`src/rtl/mem_arbiter_if.sv`:
```
// Bundle of port A, port B and shared-memory signals around the two-port memory arbiter.
// Latency: none; this file only declares wires and their directions.
// Backpressure: none; each Req is a level that the requester holds until its Ack.
interface mem_arbiter_if #(
  parameter int ADDR_W = 16,
  parameter int DATA_W = 16
);
  // Port A (CPU memory path)
  logic              A_Req;
  logic              A_Wr;
  logic [ADDR_W-1:0] A_Addr;
  logic [DATA_W-1:0] A_WData;
  logic              A_Ack;
  logic [DATA_W-1:0] A_RData;
  // Port B (loader / debug path)
  logic              B_Req;
  logic              B_Wr;
  logic [ADDR_W-1:0] B_Addr;
  logic [DATA_W-1:0] B_WData;
  logic              B_Ack;
  logic [DATA_W-1:0] B_RData;
  // Shared memory bus
  logic              Mem_CE;
  logic              Mem_WE;
  logic [ADDR_W-1:0] Mem_Addr;
  logic [DATA_W-1:0] Mem_WData;
  logic [DATA_W-1:0] Mem_RData;
  // Status
  logic              Busy;
  logic              Owner;

  // Arbiter side
  modport slave (
    input  A_Req, A_Wr, A_Addr, A_WData,
    input  B_Req, B_Wr, B_Addr, B_WData,
    input  Mem_RData,
    output A_Ack, A_RData, B_Ack, B_RData,
    output Mem_CE, Mem_WE, Mem_Addr, Mem_WData,
    output Busy, Owner
  );

  // Requester / memory side
  modport master (
    output A_Req, A_Wr, A_Addr, A_WData,
    output B_Req, B_Wr, B_Addr, B_WData,
    output Mem_RData,
    input  A_Ack, A_RData, B_Ack, B_RData,
    input  Mem_CE, Mem_WE, Mem_Addr, Mem_WData,
    input  Busy, Owner
  );
endinterface

```
`src/rtl/mem_arbiter.sv`:
```
// Round-robin arbiter sharing one synchronous SRAM/IO bus between port A (CPU) and port B (loader).
// Latency: Req sampled in IDLE -> Ack ACCESS_CYCLES+1 cycles later; back-to-back spacing ACCESS_CYCLES+2.
// Backpressure: Req is a level held until Ack; port inputs are only sampled in IDLE, ignored otherwise.
module mem_arbiter #(
  parameter int ADDR_W        = 16,
  parameter int DATA_W        = 16,
  parameter int ACCESS_CYCLES = 3   // legal range 1..15, fits the 4-bit access counter
) (
  input  logic         Clk,
  input  logic         Reset_n,
  mem_arbiter_if.slave bus
);

  typedef enum logic [1:0] {
    ST_IDLE   = 2'd0,
    ST_ACCESS = 2'd1,
    ST_DONE   = 2'd2
  } state_t;

  localparam logic [3:0] CNT_LOAD = 4'(ACCESS_CYCLES - 1);

  state_t            r_state;
  state_t            w_state_nxt;
  logic [3:0]        r_cnt;
  logic [3:0]        w_cnt_nxt;

  logic              r_owner;       // port of current / most recent grant, drives Owner
  logic              r_last_owner;  // round-robin pointer; differs from r_owner only out of reset
  logic              r_we;
  logic [ADDR_W-1:0] r_mem_addr;
  logic [DATA_W-1:0] r_mem_wdata;
  logic [DATA_W-1:0] r_a_rdata;
  logic [DATA_W-1:0] r_b_rdata;

  logic              w_grant;       // a grant is issued this IDLE cycle
  logic              w_grant_b;     // granted port: 0 = A, 1 = B
  logic              w_capture;     // last access cycle of a read
  logic              w_sel_wr;
  logic [ADDR_W-1:0] w_sel_addr;
  logic [DATA_W-1:0] w_sel_wdata;

  // Next-state, arbitration and read-capture decode
  always_comb begin
    w_state_nxt = r_state;
    w_cnt_nxt   = r_cnt;
    w_grant     = 1'b0;
    w_grant_b   = 1'b0;
    w_capture   = 1'b0;
    case (r_state)
      ST_IDLE: begin
        if (bus.A_Req || bus.B_Req) begin
          w_grant = 1'b1;
          // On a tie, the port that did not win last time goes first
          if (bus.A_Req && bus.B_Req) begin
            w_grant_b = ~r_last_owner;
          end else begin
            w_grant_b = bus.B_Req;
          end
          w_cnt_nxt   = CNT_LOAD;
          w_state_nxt = ST_ACCESS;
        end
      end
      ST_ACCESS: begin
        if (r_cnt == 4'd0) begin
          w_capture   = ~r_we;
          w_state_nxt = ST_DONE;
        end else begin
          w_cnt_nxt = r_cnt - 4'd1;
        end
      end
      ST_DONE: begin
        // Req is deliberately not looked at here; a held Req re-arbitrates in IDLE
        w_state_nxt = ST_IDLE;
      end
      default: begin
        w_state_nxt = ST_IDLE;
      end
    endcase
  end

  // Request fields of the granted port
  assign w_sel_wr    = w_grant_b ? bus.B_Wr    : bus.A_Wr;
  assign w_sel_addr  = w_grant_b ? bus.B_Addr  : bus.A_Addr;
  assign w_sel_wdata = w_grant_b ? bus.B_WData : bus.A_WData;

  // State register and access down-counter
  always_ff @(posedge Clk) begin
    if (!Reset_n) begin
      r_state <= ST_IDLE;
      r_cnt   <= 4'd0;
    end else begin
      r_state <= w_state_nxt;
      r_cnt   <= w_cnt_nxt;
    end
  end

  // Latch the winner's request so the memory bus stays stable for the whole access
  always_ff @(posedge Clk) begin
    if (!Reset_n) begin
      r_owner      <= 1'b0;
      r_last_owner <= 1'b1;
      r_we         <= 1'b0;
      r_mem_addr   <= '0;
      r_mem_wdata  <= '0;
    end else if (w_grant) begin
      r_owner      <= w_grant_b;
      r_last_owner <= w_grant_b;
      r_we         <= w_sel_wr;
      r_mem_addr   <= w_sel_addr;
      r_mem_wdata  <= w_sel_wdata;
    end
  end

  // Per-port read data; only the owning port's register moves, and only on reads
  always_ff @(posedge Clk) begin
    if (!Reset_n) begin
      r_a_rdata <= '0;
      r_b_rdata <= '0;
    end else if (w_capture) begin
      if (r_owner) begin
        r_b_rdata <= bus.Mem_RData;
      end else begin
        r_a_rdata <= bus.Mem_RData;
      end
    end
  end

  // Outputs come from registers or decode of registered state only
  assign bus.Mem_CE    = (r_state == ST_ACCESS);
  assign bus.Mem_WE    = (r_state == ST_ACCESS) && r_we;
  assign bus.Mem_Addr  = r_mem_addr;
  assign bus.Mem_WData = r_mem_wdata;
  assign bus.Busy      = (r_state != ST_IDLE);
  assign bus.Owner     = r_owner;
  assign bus.A_Ack     = (r_state == ST_DONE) && !r_owner;
  assign bus.B_Ack     = (r_state == ST_DONE) && r_owner;
  assign bus.A_RData   = r_a_rdata;
  assign bus.B_RData   = r_b_rdata;

endmodule
```
`src/flat_wrapper.sv`:
```
// flat-port wrapper written by rule: the top's interface ports become plain ports
module mem_arbiter_flat 
#(
  parameter int ADDR_W        = 16,
  parameter int DATA_W        = 16,
  parameter int ACCESS_CYCLES = 3                                                      
)
  (Clk, Reset_n, bus_A_Req, bus_A_Wr, bus_A_Addr, bus_A_WData, bus_B_Req, bus_B_Wr, bus_B_Addr, bus_B_WData, bus_Mem_RData, bus_A_Ack, bus_A_RData, bus_B_Ack, bus_B_RData, bus_Mem_CE, bus_Mem_WE, bus_Mem_Addr, bus_Mem_WData, bus_Busy, bus_Owner);
  mem_arbiter_if #(.ADDR_W(ADDR_W), .DATA_W(DATA_W)) bus_i ();
  input  logic Clk;
  input  logic Reset_n;
  input wire logic [$bits(bus_i.A_Req)-1:0] bus_A_Req;
  input wire logic [$bits(bus_i.A_Wr)-1:0] bus_A_Wr;
  input wire logic [$bits(bus_i.A_Addr)-1:0] bus_A_Addr;
  input wire logic [$bits(bus_i.A_WData)-1:0] bus_A_WData;
  input wire logic [$bits(bus_i.B_Req)-1:0] bus_B_Req;
  input wire logic [$bits(bus_i.B_Wr)-1:0] bus_B_Wr;
  input wire logic [$bits(bus_i.B_Addr)-1:0] bus_B_Addr;
  input wire logic [$bits(bus_i.B_WData)-1:0] bus_B_WData;
  input wire logic [$bits(bus_i.Mem_RData)-1:0] bus_Mem_RData;
  output wire logic [$bits(bus_i.A_Ack)-1:0] bus_A_Ack;
  output wire logic [$bits(bus_i.A_RData)-1:0] bus_A_RData;
  output wire logic [$bits(bus_i.B_Ack)-1:0] bus_B_Ack;
  output wire logic [$bits(bus_i.B_RData)-1:0] bus_B_RData;
  output wire logic [$bits(bus_i.Mem_CE)-1:0] bus_Mem_CE;
  output wire logic [$bits(bus_i.Mem_WE)-1:0] bus_Mem_WE;
  output wire logic [$bits(bus_i.Mem_Addr)-1:0] bus_Mem_Addr;
  output wire logic [$bits(bus_i.Mem_WData)-1:0] bus_Mem_WData;
  output wire logic [$bits(bus_i.Busy)-1:0] bus_Busy;
  output wire logic [$bits(bus_i.Owner)-1:0] bus_Owner;
  assign bus_i.A_Req = bus_A_Req;
  assign bus_i.A_Wr = bus_A_Wr;
  assign bus_i.A_Addr = bus_A_Addr;
  assign bus_i.A_WData = bus_A_WData;
  assign bus_i.B_Req = bus_B_Req;
  assign bus_i.B_Wr = bus_B_Wr;
  assign bus_i.B_Addr = bus_B_Addr;
  assign bus_i.B_WData = bus_B_WData;
  assign bus_i.Mem_RData = bus_Mem_RData;
  assign bus_A_Ack = bus_i.A_Ack;
  assign bus_A_RData = bus_i.A_RData;
  assign bus_B_Ack = bus_i.B_Ack;
  assign bus_B_RData = bus_i.B_RData;
  assign bus_Mem_CE = bus_i.Mem_CE;
  assign bus_Mem_WE = bus_i.Mem_WE;
  assign bus_Mem_Addr = bus_i.Mem_Addr;
  assign bus_Mem_WData = bus_i.Mem_WData;
  assign bus_Busy = bus_i.Busy;
  assign bus_Owner = bus_i.Owner;
  mem_arbiter #(.ADDR_W(ADDR_W), .DATA_W(DATA_W), .ACCESS_CYCLES(ACCESS_CYCLES)) u_core (.Clk(Clk), .Reset_n(Reset_n), .bus(bus_i));
endmodule
```
`config.mk`:
```
export PLATFORM = sky130hd
export DESIGN_NAME = mem_arbiter_flat
export DESIGN_NICKNAME = d
export VERILOG_FILES = /design/src/rtl/mem_arbiter_if.sv /design/src/rtl/mem_arbiter.sv /design/src/flat_wrapper.sv
export SDC_FILE = /design/constraint.sdc
export NUM_CORES = 1
export LEC_CHECK = 0
export CORE_UTILIZATION = 42
export CTS_CLUSTER_SIZE = 25
export DETAILED_ROUTE_END_ITERATION = 16
export GPL_TIMING_DRIVEN = 0
export PLACE_DENSITY_LB_ADDON = 0.08
export REMOVE_ABC_BUFFERS = 1
export SYNTH_ARGS = -nofsm -noshare
export SYNTH_HDL_FRONTEND = slang
export SYNTH_SLANG_ARGS = --single-unit
export TNS_END_PERCENT = 20
```
`constraint.sdc`:
```
create_clock -name Clk -period 4.65 [get_ports Clk]
set_input_delay 1.395 -clock Clk [delete_from_list [all_inputs] [get_ports Clk]]
set_output_delay 1.395 -clock Clk [all_outputs]
set_load 0.005 [all_outputs]
```
==> results.md <==
Logic synthesis:
- The total of warnings raised by yosys is 0.
- The average size of a mapped cell is between 10 and 15 um2.
- The post-synthesis sequential area ratio is 0.497.
- The compound-cell area share of the yosys netlist is 0.127.
- The netlist uses 32 different library cells.
- The cell count after synthesis is roughly 280.
- The fraction of the mapped netlist area in adder cells is 0.00425.
- The share of synthesized area in the top cell type comes to 0.497.
- After synthesis the cells add up to 0.00294 mm2.
- Summed over all instances, the cell type with the most area after synthesis is sky130_fd_sc_hd__dfxtp_1.
- Yosys attributes the largest share of cell area to sky130_fd_sc_hd__dfxtp_1 50%, sky130_fd_sc_hd__mux2i_1 22%, sky130_fd_sc_hd__o2bb2ai_1 9.8%.
- The area share of and/or/nand/nor cells after synthesis is 0.107.
- After synthesis, the share of cell area in mux cells is 0.221.
- Of the total synthesized cell area, the portion taken by XOR and XNOR cells is 0.
- The synthesized flop and latch total is 73.
- The dominant combinational cell family by area after synthesis is multiplexers.

STA:
- The slack of the critical path is around 1.5 ns.
- The number of max-slew violations in the final report is 0.
- On the final layout, the worst clock skew is just under 0.009 ns.
- Of the available clock period, the critical path in the final layout requires 0.674.
- Counting I/O delays and the setup requirement, the final critical path takes 3.13 ns.
- Setup repair after global routing left no endpoint under its margin.
- Static timing analysis puts the maximum clock frequency at approximately 320 MHz.
- In the final timing run, aggregate negative setup slack is 0 ns.
- The final hold violation count is 0.
- The relative slew slack is 0.175.
- The actual transition at the worst max-transition pin is 1.24 ns.
- Setup violations remaining at the end of the flow were counted as 0.

Finish:
- The filler-free cell count of the finished design is between 500 and 600.
- In the final layout, the share of cells above drive strength 1 is 0.0510.
- At the end of the flow the core is filled with cells to 0.699.
- The final instance area is about 0.0047 mm2.
- The fill cell instance count of the final layout is ~530.
- The number of diodes added for antenna fixing is 0.
- The area added between synthesis and finish is 61.5%.
- The final layout contains just over 500 nets.

Place:
- In this run, placement finished with an instance count of between 500 and 600.
- The number of input and output port buffers inserted is approximately 160.
- The setup slack after placement is 0.899 ns.
- Once placement finished, the instance area stood at 0.00454 mm2.
- Detailed placement ended at an HPWL of between 5000 and 6000 um.
- The weighted congestion at the end of routability-driven global placement is approximately 0.74.

Route:
- After detailed routing, the number of remaining DRC violations is 0.
- The average wire per cell in the routed design is about 14 um.
- The count of routing violations after the opening detailed-route iteration is 60.
- For this block, the via count after detailed routing is 2595.
- The total routed wirelength is around 7400 um.
- After detailed routing, the number of vias per cell comes to 4.92.
- The number of detailed-routing iterations run before antenna repair is 4.
- The number of nets with antenna violations after detailed routing is 0.

Power and ir drop:
- The worst ir drop on vdd is around 0.18 mV.
- The fraction of power consumed by combinational cells is 0.229.
- Cell internal power was estimated by the tool at between 0.001 and 0.0015 W.
- Dividing total power by cell area gives a power density of 330 mW/mm2.
- The analysis attributes to net switching a power of 0.000402 W.
- The share of total power dissipated in the clock network is 0.315.
- The leakage power total is around 2 nW.
- Of the total power, registers draw 0.455.
- The switching share of power is 0.257.

Clock network:
- No sink is reached through more buffers than the 2 on the longest clock path.
- The clock latency of the later-clocked register in the worst-skew pair is approximately 0.34 ns.
- The clock-pin transition on the worst setup and hold timing paths is 0.07 ns.
- The CTS H-tree depth is 3.
- The CTS tree is done.
- The number of buffers added for setup after CTS is 0.
- The number of gates resized after CTS was 0.
- The hold-fix buffer count after cts is 0.
- The library cell used as clock root buffer is sky130_fd_sc_hd__clkbuf_8.
- The TritonCTS sink count is between 70 and 80.
- Clock tree synthesis inserted a total of 9 buffers.

Floorplanning:
- The core footprint is between 0.006 and 0.007 mm2.
- The row count is 30.
- The die width is between 80 and 90 um.
- The initial core utilization is 0.433.
- The top-level I/O count is approximately 160.
- The area enclosed by the die boundary is ~0.0073 mm2.
- The die span in y is about 86 um.

Worst setup path:
- The endpoint of the most critical setup path is u_core.bus.Mem_WData[7]$_SDFFE_PN0P_.
- The type of element capturing the critical path is a register.
- The launch instance of the worst register-to-register path is u_core.r_cnt[0]$_SDFFE_PN0P_.
- The endpoint identified for the worst register-to-register timing path is u_core.bus.B_RData[9]$_SDFFE_PN0P_.
- For the worst setup path, the data required time is between 4 and 5 ns.
- The cell depth of the worst flop-to-flop path is 5.
- STA classifies the critical path startpoint as an input port.
- The setup path with the least slack is of type in -> reg.
- The biggest fanout along the worst timing path is 57.
- The arrival time at the worst endpoint is 3.38 ns.
- The setup slack of the most critical reg-to-reg path is between 2 and 2.5 ns.
- The critical path starts at Reset_n.

GRT:
- The global-route usage over all layers is 0.202.
- Entering global routing, the biggest net connects a little under 60 pins.
- The number of global-route vias before repair was about 2400.
- The initial antenna violation count is 0.
- The first global-routing pass estimated between 10000 and 15000 um of wire.
- Summed over all layers, the global routing overflow is 0.

Status:
- The flow ran to the end, and the final reports show no timing, DRC or antenna violations.

Min path:
- The cell count of the worst hold path is 2.
- The min-delay analysis places its worst path in the category reg -> reg.

Flow run:
- The number of maximum-capacitance constraint violations is 0.
synthesized netlist by cell type:
cell / number
sky130_fd_sc_hd__inv_2: 1
sky130_fd_sc_hd__o31ai_1: 1
sky130_fd_sc_hd__nand2_1: 48
sky130_fd_sc_hd__buf_6: 1
sky130_fd_sc_hd__mux2i_1: 65
sky130_fd_sc_hd__nand4b_1: 1
sky130_fd_sc_hd__nand2b_1: 1
sky130_fd_sc_hd__a32o_1: 1
sky130_fd_sc_hd__dfxtp_1: 73
sky130_fd_sc_hd__and3_1: 2
sky130_fd_sc_hd__or3b_4: 1
sky130_fd_sc_hd__buf_12: 1
sky130_fd_sc_hd__nor2_1: 4
sky130_fd_sc_hd__and3b_1: 1
sky130_fd_sc_hd__o21ai_0: 4
sky130_fd_sc_hd__a21oi_1: 3
sky130_fd_sc_hd__nand3b_1: 1
sky130_fd_sc_hd__o311a_1: 1
sky130_fd_sc_hd__inv_1: 4
sky130_fd_sc_hd__a21boi_0: 1
sky130_fd_sc_hd__o2bb2ai_1: 33
sky130_fd_sc_hd__and2_1: 1
sky130_fd_sc_hd__clkbuf_1: 14
sky130_fd_sc_hd__or4_1: 2
sky130_fd_sc_hd__nand4_1: 1
sky130_fd_sc_hd__nand3_1: 1
sky130_fd_sc_hd__o21a_1: 2
sky130_fd_sc_hd__nor3b_1: 2
sky130_fd_sc_hd__or3_1: 1
sky130_fd_sc_hd__or4_4: 1
sky130_fd_sc_hd__ha_1: 1
sky130_fd_sc_hd__buf_2: 5
power groups by stage:
stage	Sequential (W)	Combinational [W]	Clock [W]
after floorplan	0.000728	0.000141	0
after global placement	0.000724	0.000359	0
after detailed placement	0.000726	0.000357	0
after CTS	0.000713	0.000359	0.000510
after global routing	0.000720	0.000388	0.000534
final	0.000713	0.000359	0.000494
how the worst min path moves through the flow:
stage / from / end
floorplan: u_core.bus.A_RData[0]$_SDFFE_PN0P_ / u_core.bus.A_RData[0]$_SDFFE_PN0P_
global placement: u_core.bus.Mem_Addr[3]$_SDFFE_PN0P_ / u_core.bus.Mem_Addr[3]$_SDFFE_PN0P_
detailed placement: u_core.bus.Mem_Addr[12]$_SDFFE_PN0P_ / u_core.bus.Mem_Addr[12]$_SDFFE_PN0P_
CTS: u_core.bus.Mem_Addr[9]$_SDFFE_PN0P_ / u_core.bus.Mem_Addr[9]$_SDFFE_PN0P_
global route: u_core.bus.A_RData[4]$_SDFFE_PN0P_ / u_core.bus.A_RData[4]$_SDFFE_PN0P_
finish: u_core.bus.A_RData[0]$_SDFFE_PN0P_ / u_core.bus.A_RData[0]$_SDFFE_PN0P_
area by class of cell:
class	count	area (um2)	share of cell area
Tap cell	96	120	0.0253
Sequential cell	73	1460	0.308
Clock buffer	11	141	0.0298
Multi-Input combinational cell	180	1360	0.287
Clock inverter	5	55.1	0.0116
Timing Repair Buffer	157	1590	0.335
Inverter	5	18.8	0.00395
through the flow:
stage          power [W]  hold WS (ns)
6_report         0.00157         0.461
5_1_grt          0.00164         0.483
4_1_cts          0.00158         0.466
3_5_place_dp     0.00108         0.445
3_3_place_gp     0.00108         0.444
2_1_floorplan   0.000869         0.455
flip-flops by register name, indices dropped and copies added (netlist names), 2 cells and up:
| name | flops |
|---|---|
| u_core.bus.A_RData | 16 |
| u_core.bus.B_RData | 16 |
| u_core.bus.Mem_Addr | 16 |
| u_core.bus.Mem_WData | 16 |
| u_core.r_cnt | 4 |
| u_core.r_state | 2 |
layout by cell type (no fill, tap or decap), types with 2 or more instances in the layout:
| cell | synthesis | layout |
|---|---|---|
| sky130_fd_sc_hd__clkdlybuf4s50_1 | 0 | 154 |
| sky130_fd_sc_hd__dfxtp_1 | 73 | 73 |
| sky130_fd_sc_hd__mux2i_1 | 65 | 65 |
| sky130_fd_sc_hd__nand2_1 | 48 | 48 |
| sky130_fd_sc_hd__o2bb2ai_1 | 33 | 33 |
| sky130_fd_sc_hd__clkbuf_8 | 0 | 10 |
| sky130_fd_sc_hd__inv_1 | 4 | 4 |
| sky130_fd_sc_hd__nor2_1 | 4 | 4 |
| sky130_fd_sc_hd__o21ai_0 | 4 | 4 |
| sky130_fd_sc_hd__a21oi_1 | 3 | 3 |
| sky130_fd_sc_hd__nor3b_1 | 2 | 2 |
| sky130_fd_sc_hd__o21a_1 | 2 | 2 |
| sky130_fd_sc_hd__or4_1 | 2 | 2 |
| sky130_fd_sc_hd__and3_1 | 2 | 2 |
| sky130_fd_sc_hd__clkinvlp_4 | 0 | 2 |
| sky130_fd_sc_hd__clkinv_2 | 0 | 2 |
logic make-up after synthesis:
group / Yosys count
flops: 73
simple gates: 68
mux: 65
compound gates: 46
buf+inv: 26
fa+ha+maj: 1
layer usage:
| layer | vias to the layer above | global-route usage | part of all wire |
|---|---|---|---|
| met4 | 0 | 0.0909 | 0.018 |
| met1 | 1214 | 0.246 | 0.42 |
| li1 | 1286 | - | - |
| met2 | 84 | 0.326 | 0.48 |
| met5 | - | 0 | 0 |
| met3 | 11 | 0.0645 | 0.073 |
worst max-delay path: stages:
cell and delay [ns]:
sky130_fd_sc_hd__buf_2 0.70, sky130_fd_sc_hd__o21a_1 1.06, sky130_fd_sc_hd__o2bb2ai_1 0.20
Power figures use the tool's default switching activity.
